`config.mk`:
```
export PLATFORM = sky130hd
export DESIGN_NAME = rbm_sequencer
export DESIGN_NICKNAME = d
export VERILOG_FILES = /design/src/rtl/rbm_pkg.sv /design/src/rtl/rbm_spike_counter_bank.sv /design/src/rtl/rbm_sequencer.sv
export SDC_FILE = /design/constraint.sdc
export NUM_CORES = 2
export LEC_CHECK = 0
export BUFFER_PORTS_ARGS = -buffer_cell sky130_fd_sc_hd__clkbuf_2
export CORE_MARGIN = 5
export CORE_UTILIZATION = 40
export DETAILED_ROUTE_END_ITERATION = 12
export PLACE_DENSITY_LB_ADDON = 0.12
export SETUP_SLACK_MARGIN = 0.05
export SLEW_MARGIN = 15
export SYNTH_ARGS = -nofsm -noshare
export SYNTH_HDL_FRONTEND = slang
export SYNTH_SLANG_ARGS = --single-unit
```
`constraint.sdc`:
```
create_clock -name clock -period 10.4 [get_ports clock]
set_input_delay 2.08 -clock clock [delete_from_list [all_inputs] [get_ports clock]]
set_output_delay 2.08 -clock clock [all_outputs]
set_load 0.1 [all_outputs]
```
`src/rtl/rbm_pkg.sv`:
```
// Shared defaults, index widths and FSM state type for the RBM sequencer.
// RBM_SEQ_ARGMAX_EN adds an argmax state ahead of StDone.
package rbm_pkg;

  localparam int unsigned N_VISIBLE_DEF = 784;
  localparam int unsigned N_HIDDEN_DEF  = 441;
  localparam int unsigned N_CLASS_DEF   = 10;

  localparam int unsigned PIX_W = 10;
  localparam int unsigned HID_W = 9;
  localparam int unsigned CLS_W = 4;

  // Cycles in one full hidden + classifier pass at the default sizes.
  localparam int unsigned ITER_CYCLES =
      N_HIDDEN_DEF * (N_VISIBLE_DEF + 2) + N_CLASS_DEF * (N_HIDDEN_DEF + 2);

`ifdef RBM_SEQ_ARGMAX_EN
  typedef enum logic [2:0] {StIdle, StHidden, StClassi, StDone, StArgmax} rbm_state_e;
`else
  typedef enum logic [1:0] {StIdle, StHidden, StClassi, StDone} rbm_state_e;
`endif

endpackage

```
`src/rtl/rbm_spike_counter_bank.sv`:
```
// Per-class saturating spike counters with a combinational read port.
// RBM_SEQ_ARGMAX_EN adds a one-class-per-cycle argmax over the counters.
module rbm_spike_counter_bank import rbm_pkg::*; #(
  parameter int unsigned N_CLASS = N_CLASS_DEF,
  parameter int unsigned CNT_W   = 8
) (
  input  logic             clock,
  input  logic             reset,
  input  logic             clear,
  input  logic             inc_en,
  input  logic [CLS_W-1:0] inc_sel,
  input  logic             inc_val,
  input  logic [3:0]       count_sel,
  output logic [CNT_W-1:0] count_out
`ifdef RBM_SEQ_ARGMAX_EN
  ,
  input  logic             argmax_step,
  input  logic [CLS_W-1:0] argmax_sel,
  input  logic             winner_set,
  output logic [3:0]       winner,
  output logic             winner_valid
`endif
);

  logic [CNT_W-1:0] cnt_q [N_CLASS];

  always_ff @(posedge clock) begin
    for (int i = 0; i < N_CLASS; i++) begin
      if (reset || clear) begin
        cnt_q[i] <= '0;
      end else if (inc_en && inc_val && inc_sel == CLS_W'(i) && !(&cnt_q[i])) begin
        cnt_q[i] <= cnt_q[i] + CNT_W'(1);
      end
    end
  end

  always_comb begin
    count_out = '0;
    for (int i = 0; i < N_CLASS; i++) begin
      if (count_sel == 4'(i)) count_out = cnt_q[i];
    end
  end

`ifdef RBM_SEQ_ARGMAX_EN
  logic [CNT_W-1:0] arg_cnt;
  logic [CNT_W-1:0] best_q;
  logic [CLS_W-1:0] best_idx_q;
  logic             valid_q;

  always_comb begin
    arg_cnt = '0;
    for (int i = 0; i < N_CLASS; i++) begin
      if (argmax_sel == CLS_W'(i)) arg_cnt = cnt_q[i];
    end
  end

  // Strict greater-than keeps the lowest index on ties.
  always_ff @(posedge clock) begin
    if (reset || clear) begin
      best_q     <= '0;
      best_idx_q <= '0;
      valid_q    <= 1'b0;
    end else begin
      if (argmax_step && (argmax_sel == '0 || arg_cnt > best_q)) begin
        best_q     <= arg_cnt;
        best_idx_q <= argmax_sel;
      end
      if (winner_set) valid_q <= 1'b1;
    end
  end

  assign winner       = best_idx_q;
  assign winner_valid = valid_q;
`endif

endmodule

```
`src/rtl/rbm_sequencer.sv`:
```
// Walks the RBM hidden and classifier datapaths for iter_num iterations, counting class spikes.
// RBM_SEQ_ARGMAX_EN adds winner/winner_valid and delays done by N_CLASS argmax cycles.
module rbm_sequencer import rbm_pkg::*; #(
  parameter int unsigned N_VISIBLE = N_VISIBLE_DEF,
  parameter int unsigned N_HIDDEN  = N_HIDDEN_DEF,
  parameter int unsigned N_CLASS   = N_CLASS_DEF,
  parameter int unsigned ITER_W    = 8,
  parameter int unsigned CNT_W     = 8
) (
  input  logic              clock,
  input  logic              reset,
  input  logic              start,
  input  logic [ITER_W-1:0] iter_num,
  output logic              busy,
  output logic              done,
  output logic [PIX_W-1:0]  pixel_id,
  output logic [HID_W-1:0]  hidden_id,
  output logic [CLS_W-1:0]  spike_id,
  output logic              bias_sel,
  output logic              acc_clear,
  output logic              enable_hidden,
  output logic              enable_classi,
  output logic              hidden_pixel,
  input  logic              hidden,
  input  logic              spike,
  input  logic [3:0]        count_sel,
  output logic [CNT_W-1:0]  count_out
`ifdef RBM_SEQ_ARGMAX_EN
  ,
  output logic [3:0]        winner,
  output logic              winner_valid
`endif
);

  rbm_state_e          state_q, state_d;
  logic [PIX_W-1:0]    pix_q, pix_d;
  logic [HID_W-1:0]    hid_q, hid_d;
  logic [CLS_W-1:0]    cls_q, cls_d;
  logic [ITER_W-1:0]   iter_q, iter_d;
  logic [N_HIDDEN-1:0] hid_buf_q, hid_buf_d;
  logic                done_q, done_d;
  logic                cnt_clear, cnt_inc, buf_bit;

  always_ff @(posedge clock) begin
    if (reset) begin
      state_q   <= StIdle;
      pix_q     <= '0;
      hid_q     <= '0;
      cls_q     <= '0;
      iter_q    <= '0;
      hid_buf_q <= '0;
      done_q    <= 1'b0;
    end else begin
      state_q   <= state_d;
      pix_q     <= pix_d;
      hid_q     <= hid_d;
      cls_q     <= cls_d;
      iter_q    <= iter_d;
      hid_buf_q <= hid_buf_d;
      done_q    <= done_d;
    end
  end

  always_comb begin
    state_d   = state_q;
    pix_d     = pix_q;
    hid_d     = hid_q;
    cls_d     = cls_q;
    iter_d    = iter_q;
    hid_buf_d = hid_buf_q;
    done_d    = 1'b0;
    cnt_clear = 1'b0;
    cnt_inc   = 1'b0;
    unique case (state_q)
      StIdle, StDone: begin
        if (start) begin
          state_d   = StHidden;
          pix_d     = '0;
          hid_d     = '0;
          cls_d     = '0;
          iter_d    = (iter_num == '0) ? ITER_W'(1) : iter_num;
          cnt_clear = 1'b1;
        end
      end
      StHidden: begin
        if (pix_q == PIX_W'(N_VISIBLE + 1)) begin
          for (int i = 0; i < N_HIDDEN; i++) begin
            if (hid_q == HID_W'(i)) hid_buf_d[i] = hidden;
          end
          pix_d = '0;
          if (hid_q == HID_W'(N_HIDDEN - 1)) begin
            state_d = StClassi;
            hid_d   = '0;
            cls_d   = '0;
          end else begin
            hid_d = hid_q + HID_W'(1);
          end
        end else begin
          pix_d = pix_q + PIX_W'(1);
        end
      end
      StClassi: begin
        if (hid_q == HID_W'(N_HIDDEN + 1)) begin
          cnt_inc = 1'b1;
          hid_d   = '0;
          if (cls_q == CLS_W'(N_CLASS - 1)) begin
            cls_d  = '0;
            iter_d = iter_q - ITER_W'(1);
            if (iter_q == ITER_W'(1)) begin
`ifdef RBM_SEQ_ARGMAX_EN
              state_d = StArgmax;
`else
              state_d = StDone;
              done_d  = 1'b1;
`endif
            end else begin
              state_d = StHidden;
            end
          end else begin
            cls_d = cls_q + CLS_W'(1);
          end
        end else begin
          hid_d = hid_q + HID_W'(1);
        end
      end
`ifdef RBM_SEQ_ARGMAX_EN
      StArgmax: begin
        if (cls_q == CLS_W'(N_CLASS - 1)) begin
          state_d = StDone;
          done_d  = 1'b1;
          cls_d   = '0;
        end else begin
          cls_d = cls_q + CLS_W'(1);
        end
      end
`endif
      default: state_d = StIdle;
    endcase
  end

  always_comb begin
    buf_bit = 1'b0;
    for (int i = 0; i < N_HIDDEN; i++) begin
      if (hid_q == HID_W'(i)) buf_bit = hid_buf_q[i];
    end
  end

  always_comb begin
    busy          = 1'b0;
    enable_hidden = 1'b0;
    enable_classi = 1'b0;
    pixel_id      = '0;
    hidden_id     = '0;
    spike_id      = '0;
    bias_sel      = 1'b0;
    acc_clear     = 1'b0;
    hidden_pixel  = 1'b0;
    unique case (state_q)
      StHidden: begin
        busy          = 1'b1;
        enable_hidden = 1'b1;
        pixel_id      = pix_q;
        hidden_id     = hid_q;
        bias_sel      = (pix_q == PIX_W'(N_VISIBLE));
        acc_clear     = (pix_q == '0);
      end
      StClassi: begin
        busy          = 1'b1;
        enable_classi = 1'b1;
        hidden_id     = hid_q;
        spike_id      = cls_q;
        bias_sel      = (hid_q == HID_W'(N_HIDDEN));
        acc_clear     = (hid_q == '0);
        hidden_pixel  = (hid_q == HID_W'(N_HIDDEN)) | buf_bit;
      end
`ifdef RBM_SEQ_ARGMAX_EN
      StArgmax: busy = 1'b1;
`endif
      default: ;
    endcase
  end

  assign done = done_q;

  rbm_spike_counter_bank #(
    .N_CLASS (N_CLASS),
    .CNT_W   (CNT_W)
  ) u_bank (
    .clock        (clock),
    .reset        (reset),
    .clear        (cnt_clear),
    .inc_en       (cnt_inc),
    .inc_sel      (cls_q),
    .inc_val      (spike),
    .count_sel    (count_sel),
    .count_out    (count_out)
`ifdef RBM_SEQ_ARGMAX_EN
    ,
    .argmax_step  (state_q == StArgmax),
    .argmax_sel   (cls_q),
    .winner_set   (done_d),
    .winner       (winner),
    .winner_valid (winner_valid)
`endif
  );

  enables_exclusive: assert property (@(posedge clock) disable iff (reset)
      !(enable_hidden && enable_classi));

endmodule
```
==> out/qor.yml <==
setup_total_negative_slack_ns: 0
syn_avg_cell_area_um2: 7.75
ir_worst_vdd_uv: 96.2
ys.warnings.count: 0
worstSetupPathType: "reg2out"
synth_top_area_share: 0.309
clock-skew-final_ns: 0.0189
async_reset_ff_frac: 0
drc_viols: 0
cts.sink_count: 555
layout-drive-gt1-share: 0.0979
cell_internal_pwr_mw: 3.95
synthesized_net_count: 4018
synth_top_area_cell: "dfxtp_1"
grt_pass1_wl_um: 196000
timing.max_cap.violations: 0
power_leakage_nw: 11.1
synth-xor-area-share: 0.0202
setup.worst_path.start: "hid_q[1]"
crit-reg2reg-capture: "u_bank.cnt_q[1][10]"
h-tree-depth: 3
grt_start_max_net_pins: 99
crit-reg2reg-launch: "hid_q[0]"
yosys-top-cells-area: "dfxtp_1, a21oi_1, edfxtp_1"
run_status: "finished clean"
required_ns: 8.32
die_x_um: 288
coreArea_mm2: 0.0762
critPathArrivalTime_ns: 6.90
finalWirelength_um: 132000
critical_path_peak_fanout: 29
post_synth_most_frequent_cells: "a21oi_1, dfxtp_1, o21ai_0"
tightestPinTransition_ns: 1.19
tritoncts: "built"
finished_layout_cells: 4871
antenna_found_initial: 2
globalRouteOverflowTotal: 0
cts.repair_timing.setup_buffer_count: 0
setup_viol: 0
post_cts.resized_instances: 0
cts.root.buffer_cell: "clkbuf_16"
kind_of_start_point_of_the_critical_path: "flop"
top_level_ports: 55
gr-usage-all-layers: 0.305
holdBufCountCts: 0
synth-edff-count: 80
power_per_cell_area_mw_per_mm2: 162
fillCellCount: 7638
max-slew-margin-rel: 0.204
synthFlopType: "dfxtp_1"
clk_latency_ns: 0.63
syn_inst: 3978
adder_and_majority_gate_portion_of_the_synthesized_area: 0.00934
placement_rows: 101
synthMuxAreaShare: 0.00877
place_hpwl_um: 85700
area.growth.synth_to_final_pct: 10.1
per_cell_via_count_in_the_routed_design: 6.49
reg2reg_depth: 10
start_util: 0.404
sw_frac_of_total: 0.283
clk_pin_slew_ns: 0.06
drt_iter0_drc: 4472
critical_path_endpoint_category: "output port"
route.vias.total: 31600
final.period_utilization: 0.863
via_count_of_the_first_global_routing_pass: 29000
critical_path.endpoint: "hidden_pixel"
clock_tree.buffer_depth: 3
synth_top_family_by_area: "compound AO/OA/AOI/OAI gates"
drv_slew: 0
tightest_hold_check_type: "reg2reg"
final_hold_fails: 0
postLayoutCoreUtil: 0.445
antenna_left: 0
post-route-min-period_ns: 8.98
max_freq_mhz: 111
yosysSeqAreaShare: 0.386
ys_seq_elements: 555
synth_area_mm2: 0.0308
die_h_um: 288
initial_drt_pass_iterations: 6
clock_power_share: 0.462
yosys.area_share.simple: 0.219
die_area_mm2: 0.0827
synth_compound_area_frac: 0.292
cts_inserted_buffers: 68
port-buffer-count: 54
layout_setup_ws_ns: 1.42
r2r_setup_slack_ns: 6.13
most_common_cell_in_the_synthesized_netlist: "a21oi_1"
synthDistinctLibCells: 113
total_power_mw: 5.50
min_delay_path_depth: 2
p_switching_mw: 1.56
grt_setup_unrepaired: "false"
gp_congestion: 0.986
power_frac_seq: 0.424
p_comb_frac: 0.114
post_layout_nets: 3828
place_inst: 4748
wl_per_cell_um: 27.1
place_ws_ns: 2.26
-- per-layer routing --
| metal | track usage | wire (um) | vias to the layer above |
|---|---|---|---|
| met2 | 0.469 | 57900 | 1619 |
| met1 | 0.432 | 56500 | 15300 |
| met3 | 0.0517 | 12000 | 371 |
| met4 | 0.110 | 5670 | 2 |
| met5 | 0 | 13 | - |
| li1 | - | - | 14300 |
-- power by group through the flow --
stage	clock, mW	combinational (mW)	sequential, mW
finish	2.54	0.628	2.33
global route	2.65	0.671	2.34
CTS	2.57	0.619	2.33
detailed placement	0	0.616	2.38
global placement	0	0.617	2.38
floorplan	0	0.447	2.35
-- per-stage QoR --
step | hold slack (ns) | instance area [um2]
after detailed placement | 0.456 | 31500
after floorplan | 0.431 | 30800
after global placement | 0.454 | 31500
final | 0.469 | 33900
after global routing | 0.486 | 33900
after CTS | 0.465 | 33900
-- state kept, by name, summed over array words and instances, names as in the netlist --
name	flops
hid_buf_q	441
cls_q	4
state_q	2
hid_q	9
done	1
iter_q	8
u_bank.cnt_q	80
pix_q	10
-- worst min path at each step --
stage | slack [ns] | to | startpoint
finish | 0.47 | hid_buf_q[182] | hid_buf_q[182]
global route | 0.49 | hid_buf_q[242] | hid_buf_q[242]
CTS | 0.46 | hid_buf_q[182] | hid_buf_q[182]
detailed placement | 0.46 | hid_buf_q[255] | hid_buf_q[255]
global placement | 0.45 | hid_buf_q[255] | hid_buf_q[255]
floorplan | 0.43 | hid_buf_q[181] | hid_buf_q[181]
-- kinds of logic (layout without fill, tap and decap cells) --
family / Yosys count / count (layout)
AO/OA/AOI/OAI: 1514 / 1514
XOR/XNOR: 71 / 71
adder cells (fa/ha/maj): 23 / 23
buffers and inverters: 464 / 326
flip-flops: 555 / 555
multiplexers: 25 / 25
other: 0 / 1
AND/OR/NAND/NOR: 1326 / 1326
-- layout by cell type (no fill, tap or decap), drive strengths merged, types with 64 or more instances in the layout --
| cell | Yosys | final |
|---|---|---|
| a211oi | 119 | 119 |
| nand2 | 213 | 213 |
| edfxtp | 80 | 80 |
| o21ai | 480 | 480 |
| a21oi | 575 | 575 |
| buf | 100 | 114 |
| nand3 | 450 | 450 |
| dfxtp | 475 | 475 |
| clkbuf | 326 | 156 |
| nor3 | 64 | 64 |
| nor2 | 332 | 332 |
-- area by class of cell --
class / instances / area [um2] / share of cell area
antenna: 1 / 2.50 / 0.0000738
clock buffer: 104 / 2110 / 0.0623
clock inverter: 18 / 258 / 0.00760
inverter: 38 / 143 / 0.00420
multi-input combinational: 2959 / 17100 / 0.503
sequential: 555 / 11900 / 0.351
tap: 1030 / 1290 / 0.0380
timing repair buffer: 166 / 1130 / 0.0333
-- critical path, cell delays in order (launching register included) --
cell and delay, ns:
dfxtp_1 0.35, inv_1 0.15, ha_2 0.58, buf_4 0.47
and4b_1 0.57, buf_4 0.34, a32oi_1 0.08, nand3_1 0.17
o21ai_1 0.12, and4_1 0.27, a311oi_1 0.50, o221ai_1 0.28
a32o_1 0.33, a211oi_2 0.42, o211ai_1 0.22, a21oi_1 0.20
o311ai_1 0.10, a31oi_1 0.19, o21ai_1 0.11, a31oi_1 0.27
clkbuf_2 0.52
(Power assumes the default switching activity.)
